===== src/rtl/uart_tx.sv =====
// UART transmitter: start bit, WIDTH data bits MSB first, STOP_BITS stop bits.
// Words arrive over valid/ready; a final-stop-cycle handshake chains frames with no gap.
module uart_tx #(
    parameter int WIDTH     = 8,
    parameter int DIVISOR   = 100,
    parameter int STOP_BITS = 1
) (
    input  logic             clk,
    input  logic             i_reset,
    input  logic [WIDTH-1:0] i_data,
    input  logic             i_valid,
    output logic             o_ready,
    output logic             o_tx,
    output logic             o_busy,
    output logic             o_done
);
    // state | meaning
    // IDLE  | line high, waiting for a word
    // START | start bit (low) for DIVISOR cycles
    // DATA  | shifting WIDTH bits out MSB first
    // STOP  | line high for STOP_BITS bit periods
    typedef enum logic [1:0] {IDLE, START, DATA, STOP} state_t;

    localparam int PH_W  = $clog2(DIVISOR);
    localparam int BIT_W = $clog2(WIDTH) + 1;
    localparam logic [PH_W-1:0]  PH_LAST   = PH_W'(DIVISOR - 1);
    localparam logic [BIT_W-1:0] BIT_LAST  = BIT_W'(WIDTH - 1);
    localparam logic             STOP_LAST = (STOP_BITS == 2);

    state_t           state_q;
    logic [PH_W-1:0]  phase_q;
    logic [BIT_W-1:0] bit_q;
    logic             stop_q;
    logic [WIDTH-1:0] shift_q;
    logic [WIDTH-1:0] shift_d;
    logic             tx_q;
    logic             phase_end;
    logic             last_cycle;
    logic             accept;

    assign phase_end  = (phase_q == PH_LAST);
    assign last_cycle = (state_q == STOP) && phase_end && (stop_q == STOP_LAST);
    assign o_ready    = !i_reset && ((state_q == IDLE) || last_cycle);
    assign o_busy     = !i_reset && (state_q != IDLE);
    assign o_done     = !i_reset && last_cycle;
    assign o_tx       = tx_q;
    assign accept     = i_valid && o_ready;
    assign shift_d    = shift_q << 1;

    always_ff @(posedge clk) begin
        if (i_reset) begin
            state_q <= IDLE;
            phase_q <= '0;
            bit_q   <= '0;
            stop_q  <= 1'b0;
            shift_q <= '0;
            tx_q    <= 1'b1;
        end else begin
            // Phase restarts on every bit boundary, so it stays aligned to the handshake.
            phase_q <= phase_end ? '0 : phase_q + 1'b1;
            case (state_q)
                IDLE: begin
                    phase_q <= '0;
                    if (accept) begin
                        state_q <= START;
                        shift_q <= i_data;
                        tx_q    <= 1'b0;
                    end
                end
                START: begin
                    if (phase_end) begin
                        state_q <= DATA;
                        bit_q   <= '0;
                        tx_q    <= shift_q[WIDTH-1];
                    end
                end
                DATA: begin
                    if (phase_end) begin
                        if (bit_q == BIT_LAST) begin
                            state_q <= STOP;
                            stop_q  <= 1'b0;
                            tx_q    <= 1'b1;
                        end else begin
                            bit_q   <= bit_q + 1'b1;
                            shift_q <= shift_d;
                            tx_q    <= shift_d[WIDTH-1];
                        end
                    end
                end
                STOP: begin
                    if (phase_end) begin
                        if (stop_q == STOP_LAST) begin
                            if (accept) begin
                                state_q <= START;
                                shift_q <= i_data;
                                tx_q    <= 1'b0;
                            end else begin
                                state_q <= IDLE;
                            end
                        end else begin
                            stop_q <= 1'b1;
                        end
                    end
                end
                default: state_q <= IDLE;
            endcase
        end
    end
endmodule


===== config.mk =====
export PLATFORM = sky130hd
export DESIGN_NAME = uart_tx
export DESIGN_NICKNAME = d
export VERILOG_FILES = /design/src/rtl/uart_tx.sv
export SDC_FILE = /design/constraint.sdc
export NUM_CORES = 1
export LEC_CHECK = 0
export CAP_MARGIN = 0
export CORE_MARGIN = 3
export CORE_UTILIZATION = 53
export DETAILED_ROUTE_END_ITERATION = 8
export GPL_ROUTABILITY_DRIVEN = 0
export HOLD_SLACK_MARGIN = 0.12
export PLACE_DENSITY_LB_ADDON = 0.3
export SLEW_MARGIN = 20
export SYNTH_ARGS = -nofsm -noshare
export SYNTH_HDL_FRONTEND = slang
export SYNTH_SLANG_ARGS = --single-unit

===== constraint.sdc =====
create_clock -name clk -period 3 [get_ports clk]
set_input_delay 0.75 -clock clk [delete_from_list [all_inputs] [get_ports clk]]
set_output_delay 0.75 -clock clk [all_outputs]
set_load 0.02 [all_outputs]

# Word level (Yosys, flattened, before mapping)
# Index checks and enable logic that the tools add are counted.
[op_classes] addsub=2 mul=0 n_div=0 magnitude_cmp=0 eq_ne=12 n_shift=0 n_mux=30 bitwise=1 reduce_logical=19
[op_table] op="$mux W8" count=5
[op_table] op="$pmux W8 S3" count=1
[op_table] op="$ne A2 B2 Y1 const B" count=7
[op_table] op="$mux W2" count=6
[op_table] op="$mux W4" count=3
[op_table] op="$reduce_and A4 Y1" count=3
[op_table] op="$mux W1" count=11
[op_table] op="$pmux W2 S4" count=1
[op_table] op="$pmux W4 S2" count=1
[op_table] op="$add A7 B1 Y7 const B" count=1
[op_table] op="$eq A7 B7 Y1 const B" count=1
[op_table] op="$logic_and A1 B1 Y1" count=6
[op_table] op="$reduce_and A6 Y1" count=1
[op_table] op="$reduce_bool A2 Y1" count=3
[op_table] op="$reduce_and A5 Y1" count=1
[op_table] op="$add A4 B1 Y4 const B" count=1
[op_table] op="$eq A2 B2 Y1 const B" count=2
[op_table] op="$eq A4 B3 Y1 const B" count=1
[op_table] op="$pmux W1 S4" count=1
[op_table] op="$reduce_bool A3 Y1" count=1
[op_table] op="$reduce_or A3 Y1" count=1
[op_table] op="$eq A2 B1 Y1 const B" count=1
[op_table] op="$logic_not A2 Y1" count=1
[op_table] op="$pmux W1 S2" count=1
[op_table] op="other kinds (3)" count=3
[word_totals] register_bits=23 latchBits=0 ramBits=0 romBits=0 input_bits=11 output_inout_bits=4 n_memories=0

# Depth between registers and ports, before layout
# Gate-level depths: netlist of the first run.
[depth] word_depth=10 mapped_depth=8 depth_no_buf=7

# Worst setup path after synthesis of the first run
# No wires, ideal clock.
[synth_path] kind="register to output" from="reg phase_q[0]" to="out o_ready" arrival_time_ns=2.200 t_required_ns=2.250 path_slack_ns=0.050 path_stages_with_launch=7 path_cell_list="dfxtp_1 ha_1 or4b_4 or2_1 buf_6 nor3b_1 nand2b_1"
[synth_between] elab_chain_cells=5
[synth_rtl] item="start, declared" line="31" text="logic [PH_W-1:0] phase_q;"
[synth_rtl] item="start signal, assigned" line="60" text="phase_q <= phase_end ? '0 : phase_q + 1'b1;"
[synth_rtl] item="$eq A7 B7 Y1" line="41" text="assign phase_end = (phase_q == PH_LAST);"
[synth_rtl] item="$logic_and A1 B1 Y1 (2 in a row)" line="42" text="assign last_cycle = (state_q == STOP) && phase_end && (stop_q == STOP_LAST);"
[synth_rtl] item="$logic_or A1 B1 Y1" line="43" text="assign o_ready = !i_reset && ((state_q == IDLE) || last_cycle);"
[synth_rtl] item="$logic_and A1 B1 Y1" line="43"
[synth_rtl] item="end, declared" line="12" text="output logic o_ready,"
# Every way passes these cells.

# Worst setup path in the final report of the first run
# Ends and elaborated chain as after synthesis.

==> results of run 1 <==
[per-stage QoR]
| stage | setup slack [ps] | std cells | power [mW] | instance area (um2) |
|---|---|---|---|---|
| 2_1_floorplan | 49.9 | 127 | 0.605 | 1180 |
| 3_3_place_gp | 96.6 | 168 | 0.687 | 1360 |
| 3_5_place_dp | -28.6 | 168 | 0.698 | 1360 |
| 4_1_cts | 33.4 | 172 | 0.923 | 1420 |
| 5_1_grt | -5.42 | 172 | 0.976 | 1430 |
| 6_report | 65.8 | 172 | 0.922 | 1430 |
[registers in the layout, summed over array words and instances, names as in the netlist]
signal	flops
phase_q	7
state_q	2
shift_q	8
o_tx	1
bit_q	4
[cell families (layout without fill, tap and decap cells)]
| family | count (synthesis) | after routing | synth area share (%) |
|---|---|---|---|
| simple gates | 47 | 47 | 20.5 |
| buf+inv | 10 | 28 | 4.44 |
| xor+xnor | 7 | 7 | 5.18 |
| fa+ha+maj | 7 | 7 | 7.40 |
| compound gates | 18 | 18 | 11.0 |
| flops | 22 | 22 | 37.2 |
| mux | 16 | 16 | 14.3 |
[synthesized netlist by cell type]
| cell type | count | share of area (%) |
|---|---|---|
| nor3b_1 | 1 | 0.63 |
| a221oi_1 | 1 | 0.74 |
| a21oi_1 | 3 | 1.3 |
| nand2b_1 | 3 | 1.6 |
| nor2_1 | 23 | 7.3 |
| nand3b_1 | 1 | 0.63 |
| mux2i_1 | 9 | 7.6 |
| dfxtp_1 | 22 | 37 |
| o32ai_1 | 1 | 0.74 |
| xnor2_1 | 3 | 2.2 |
| a311oi_1 | 1 | 0.74 |
| and3_1 | 4 | 2.1 |
| inv_1 | 5 | 1.6 |
| a22oi_1 | 1 | 0.63 |
| or3b_2 | 1 | 0.74 |
| o2111ai_1 | 1 | 0.74 |
| o211ai_1 | 1 | 0.63 |
| or4b_4 | 1 | 1.2 |
| o31ai_1 | 1 | 0.63 |
| o21ai_0 | 4 | 1.7 |
| a32oi_1 | 1 | 0.74 |
| buf_6 | 2 | 1.9 |
| or2_2 | 1 | 0.53 |
| o41ai_1 | 1 | 0.74 |
| o211a_1 | 1 | 0.85 |
| and3b_1 | 1 | 0.74 |
| nor4_1 | 2 | 1.1 |
| a221o_1 | 1 | 0.85 |
| or4b_1 | 1 | 0.85 |
| nand2_1 | 4 | 1.3 |
| xor2_1 | 4 | 3.0 |
| mux2_2 | 7 | 6.7 |
| clkbuf_1 | 2 | 0.63 |
| ha_1 | 7 | 7.4 |
| nand3_1 | 2 | 0.85 |
| nor2b_1 | 1 | 0.53 |
| buf_1 | 1 | 0.32 |
| or2_1 | 1 | 0.53 |
[metal layers]
layer | GRT usage [%] | wire [um] | up-vias
met5 | 0 | 0 | -
met4 | 6.81 | 20 | 0
met3 | 3.94 | 141 | 4
met2 | 31.0 | 1170 | 34
met1 | 22.3 | 1060 | 452
li1 | - | - | 486
[worst paths after layout]
check,endpoint,depth (start not counted)
min,phase_q[0]$_SDFF_PP0_,1
max,o_ready,6
min reg2reg,phase_q[0]$_SDFF_PP0_,1
max reg2reg,shift_q[3]$_SDFFE_PP0P_,7
[power breakdown]
| part | switching, mW | total [mW] | internal [mW] |
|---|---|---|---|
| Clock | 0.0864 | 0.221 | 0.135 |
| Sequential | 0.0232 | 0.344 | 0.321 |
| Combinational | 0.197 | 0.356 | 0.159 |
| Total | 0.306 | 0.922 | 0.615 |
[critical path: cells and delay by family (launching register included)]
kind,cells,cell delay (ps)
and+or+nand+nor,4,1070
DFF,1,360
adders and majority gates,1,200
buffers and inverters,1,260
[area by class of cell]
cell class              instances  area, um2  share of cell area, %
multi-input cells              95        698                   48.9
flip-flops and latches         22        443                   31.1
repair buffers                 19        180                   12.6
well taps                      27       33.8                   2.37
clock inverters                 1       30.0                   2.11
clock buffers                   3       22.5                   1.58
inverters                       5       18.8                   1.32
==> out/results.ini, run 1 <==
[run_status]
outcome = finished, final reports clean

[global_routing]
grt_usage_pct = 18.3
grt-ovfl-total = 0
grt_pass1_wl_mm = 3.87
antenna_found_initial = 0
grt_start_max_net_pins = 14
grt_pass1_vias = 945

[final_layout]
layout_commonest_cell = nor2_1
fin_util_pct = 69.9
nFillCells = 168
drive_gt1_share_pct = 16.6
areaGrowthSynthToFinish_pct = 20.5
nets = 164
final_cell_mix = 23 x nor2_1, 20 x dfxtp_1, 11 x clkdlybuf4s50_1
n_antenna_cell = 0

[place]
port_buffers = 14
dp_hpwl_mm = 1.84

[clocking]
cts-resized-gates = 5
cts_hold_buf = 0
cts_buffer_depth = 2
clock_latency_ps = 300
cts_htree_levels = 1
clock-root-buffer = clkbuf_4
clkSlewWorstSetupHoldPaths_ps = 110
numCtsBuffers = 3
postCtsSetupRepairBufs = 0
cts_sinks = 22
cts_tree = done

[floorplanning]
die_w_um = 53.3
die-area_um2 = 2840
core_area_um2 = 2040
std_cell_rows = 16
initial_core_util_pct = 58.0
pin_count = 15
die_h_um = 53.3

[logic_synthesis]
syn-num-nets = 145
ys_ff_latch = 22
ys_seq_area_share_pct = 37.2
syn_area_um2 = 1180
yosysUniqueCellTypes = 38
syn_inst = 127
yosys_warnings = 0
syn_avg_cell_area_um2 = 9.32

[route]
vias = 976
drt_first_iter_violations = 27
ant_nets = 0
wire_per_inst_um = 13.9
viasPerCell = 5.67
first_pass_iters = 4
wl_mm = 2.40
post-route-drc-count = 0

[timing]
hold_viol_final = 0
worstMarginPinSlew_ps = 575
rsz0062_at_grt = yes
fin_crit_sh_pct = 97.8
fmax_ghz = 0.341
whs_ps = 429
maxSlewViolCount = 0
max_slew_margin_pct = 61.1
finalSetupViolations = 0
setup_tns_ps = 0
fin_skew_ps = 6.89
finalCriticalPeriod_ps = 2930

[critical_path]
critPathLaunch = phase_q[0]$_SDFF_PP0_
cp_data_arrival_time_ps = 2180
cp_max_fo = 3
crit_slowest_cell = or4b_4
crit_type = flop to primary output
endpoint_kind = primary output
slowest_delay_ps = 470
ff2ff_setup_slack_ps = 590
rr_startpoint = state_q[0]$_SDFFE_PP0P_
critPathRequiredTime_ps = 2250
cp-start-kind = flop
cp_cell_sequence = ha_2 -> or4b_4 -> or2_1 -> nor3b_2 -> nand2b_1 -> clkdlybuf4s15_2

[min_path]
min_path_type = flop to flop
min_from = phase_q[0]$_SDFF_PP0_

[pwr]
p_per_area_nw_per_um2 = 646
p_leak_nw = 0.623
peakVddDrop_uv = 404

[flow_run]
cap_violations = 0

No activity file was read; power rests on OpenSTA's default activity.
==> run 2: changes to the inputs <==
--- a/config.mk
+++ b/config.mk
@@ -5,7 +5,6 @@
 export SDC_FILE = /design/constraint.sdc
 export NUM_CORES = 1
 export LEC_CHECK = 0
-export CAP_MARGIN = 0
 export CORE_MARGIN = 3
 export CORE_UTILIZATION = 53
 export DETAILED_ROUTE_END_ITERATION = 8
==> results of run 2 <==
Same layout as run 1: the final DEF is identical, and so are final timing and power.
==> patch: new RTL, flow settings as in run 1 <==
The parameter `DIVISOR` goes from 100 to 50.
--- a/src/rtl/uart_tx.sv
+++ b/src/rtl/uart_tx.sv
@@ -2,7 +2,7 @@
 // Words arrive over valid/ready; a final-stop-cycle handshake chains frames with no gap.
 module uart_tx #(
     parameter int WIDTH     = 8,
-    parameter int DIVISOR   = 100,
+    parameter int DIVISOR   = 50,
     parameter int STOP_BITS = 1
 ) (
     input  logic             clk,
Formal check against the unedited RTL: no difference found for any inputs over 10 cycles, from zero or initial values and one cycle with i_reset high; that may be too few to reach the edited logic, so the function may still have changed.
==> patch against run 1 <==
First-iteration DRC count did not move; power shrank 0.30%; synthesized cell count increased by 14%; routed wire length grew 9.8%; worst setup slack better by 0.14 ns; critical endpoint is now o_busy; cell area grew 3.7%; sequential cell count down 1; combinational power rose by 23%; count of clock-buffer cells in the layout up 1; synthesized area grew 9.0%.
==> patch: results (changes against run 1) <==
Worst setup path
  – R2R Path End: bit_q[2] (was shift_q[3])
  – Internal reg-to-reg setup slack: 0.76 ns (was 0.59 ns)
  – CP delay by family, top: buffers and inverters (was simple AND/OR/NAND/NOR gates)
  – Cells on worst reg2reg path: 6 (was 7)
  – Critical-path top delay cell: clkdlybuf4s50_1 (was or4b_4)
  – Worst path max stage delay: 0.62 ns (was 0.47 ns)
  – Maximum fanout along the worst path: 4 (was 3)
  – CP arrival: 2.04 ns (was 2.18 ns)
  – FF-to-FF Start: state_q[0] (unchanged)

Pwr
  – P_leak: 0.6141 nW (was 0.6231 nW)
  – Maximum VDD drop: 460.0 uV (was 404.1 uV)

Hold path
  – Hold Crit Start: shift_q[1] (was phase_q[0])
  – Hold Path Class: register to register (unchanged)
  – Hold path endpoint: shift_q[1] (was phase_q[0])
  – Hold Path Cell Cnt: 2 (was 1)

Routing
  – Drt initial violations: 27 (unchanged)
  – Via count: 1085 (was 976)
  – Drt pass-1 iters: 4 (unchanged)
  – WL/cell: 13.99 um (was 13.94 um)

Final layout
  – Post-layout nets: 180 (was 164)
  – Share of layout cells above drive strength 1: 11.25% (was 16.55%)
  – Largest registers: shift_q: 8 flops, phase_q: 6 flops, bit_q: 4 flops (was shift_q: 8 flops, phase_q: 7 flops, bit_q: 4 flops)
  – # diodes: 0 (unchanged)

CTS
  – Clock slew at reported path FFs: 0.11 ns (about the same)
  – Total CTS buffers: 3 (unchanged)
  – CTS root buf: clkbuf_4 (unchanged)

Global route
  – Total GRT Usage: 18.27% (was 18.31%)
  – Largest net degree at the start of global routing: 21 (was 14)
  – Global-route wire length before repair: 4705 um (was 3870 um)
  – Gr ovfl total: 0 (unchanged)
  – Initial antenna violation count: 0 (unchanged)

Synthesis
  – Distinct cells, synth: 41 (was 38)
  – Mapped Nets: 164 (was 145)
  – Top post-synthesis cells by count: 21 x dfxtp_1, 21 x nand2_1, 11 x nand3_1, 11 x nor2_1, 9 x mux2i_1 (was 23 x nor2_1, 22 x dfxtp_1, 9 x mux2i_1)
  – Synth area leaders: dfxtp_1 33%, ha_1 7.8%, mux2i_1 7.0% (was dfxtp_1 37%, mux2i_1 7.6%, ha_1 7.4%)
  – Sequential area share after synthesis: 32.59% (was 37.21%)
  – Post-synth ARST share: 0% (unchanged)
  – Post-synth top flop: dfxtp_1 (unchanged)
  – Synth warn: 0 (unchanged)

Place
  – Dpl ws: 0.2333 ns (was -0.02862 ns)
  – Final HPWL DP: 2015 um (was 1842 um)
  – Placed Area: 1445 sq um (was 1361 sq um)

Timing
  – Clk_skew: 0.003044 ns (was 0.006886 ns)
  – Hold WS: 0.4709 ns (was 0.4294 ns)
  – Worst slew margin relative to its limit: 58.39% (was 61.15%)

Status
  – Status: complete, no violations (unchanged)
[patch: logic make-up after synthesis]
group | count (synthesis) | share of synthesized area, %
simple gates | 61 | 24.83
compound gates | 24 | 14.55
flops | 21 | 32.59
mux | 16 | 13.09
buf+inv | 11 | 4.461
fa+ha+maj | 8 | 7.760
xor+xnor | 4 | 2.716
[patch: area by class of cell]
class / instances / area, sq um
well taps: 28 / 35.03
flip-flops and latches: 21 / 420.4
inverters: 6 / 22.52
multi-input cells: 113 / 814.5
fillers: 191 / 775.7
clock buffers: 4 / 26.28
repair buffers: 16 / 160.2
[patch: how the worst max path moves through the flow]
stage,start,end,slack [ns]
final,i_reset,o_busy,0.21
after global routing,i_reset,o_busy,0.11
after CTS,phase_q[3],o_ready,0.06
after detailed placement,i_reset,o_busy,0.23
after global placement,i_reset,o_busy,0.25
after floorplan,phase_q[3],o_ready,0.81
[patch: worst reg2reg max path, cell delays in order (launching register included)]
cell and delay, ns:
dfxtp_1 0.36, inv_1 0.13, ha_1 0.57, inv_1 0.13, a41oi_1 0.56, a21boi_0 0.23
mux2i_1 0.16
[patch: routing by layer]
| metal | part of all wire [%] | track usage (%) | up-vias |
|---|---|---|---|
| li1 | - | - | 549 |
| met1 | 46 | 22.32 | 510 |
| met2 | 50 | 33.78 | 26 |
| met3 | 3.9 | 2.804 | 0 |
| met4 | 0 | 3.125 | 0 |
| met5 | 0 | 0 | - |
[patch: power by group]
group | switching [mW] | internal [mW] | total, mW
sequential | 0.0273 | 0.318 | 0.345
clock | 0.0847 | 0.0517 | 0.136
combinational | 0.245 | 0.193 | 0.438
total | 0.357 | 0.562 | 0.919
[patch: through the flow]
stage	cells	util, %
after detailed placement	184	64.10
final	188	65.59
after global routing	188	65.59
after global placement	184	64.10
after floorplan	145	-
after CTS	188	65.37
[patch: what timing repair did]
| item | in CTS | in global routing |
|---|---|---|
| setup endpoints to repair | 1 | 2 |
| pin swaps | 0 | 0 |
| hold buffers | 0 | 0 |
| gates resized for setup | 1 | 2 |
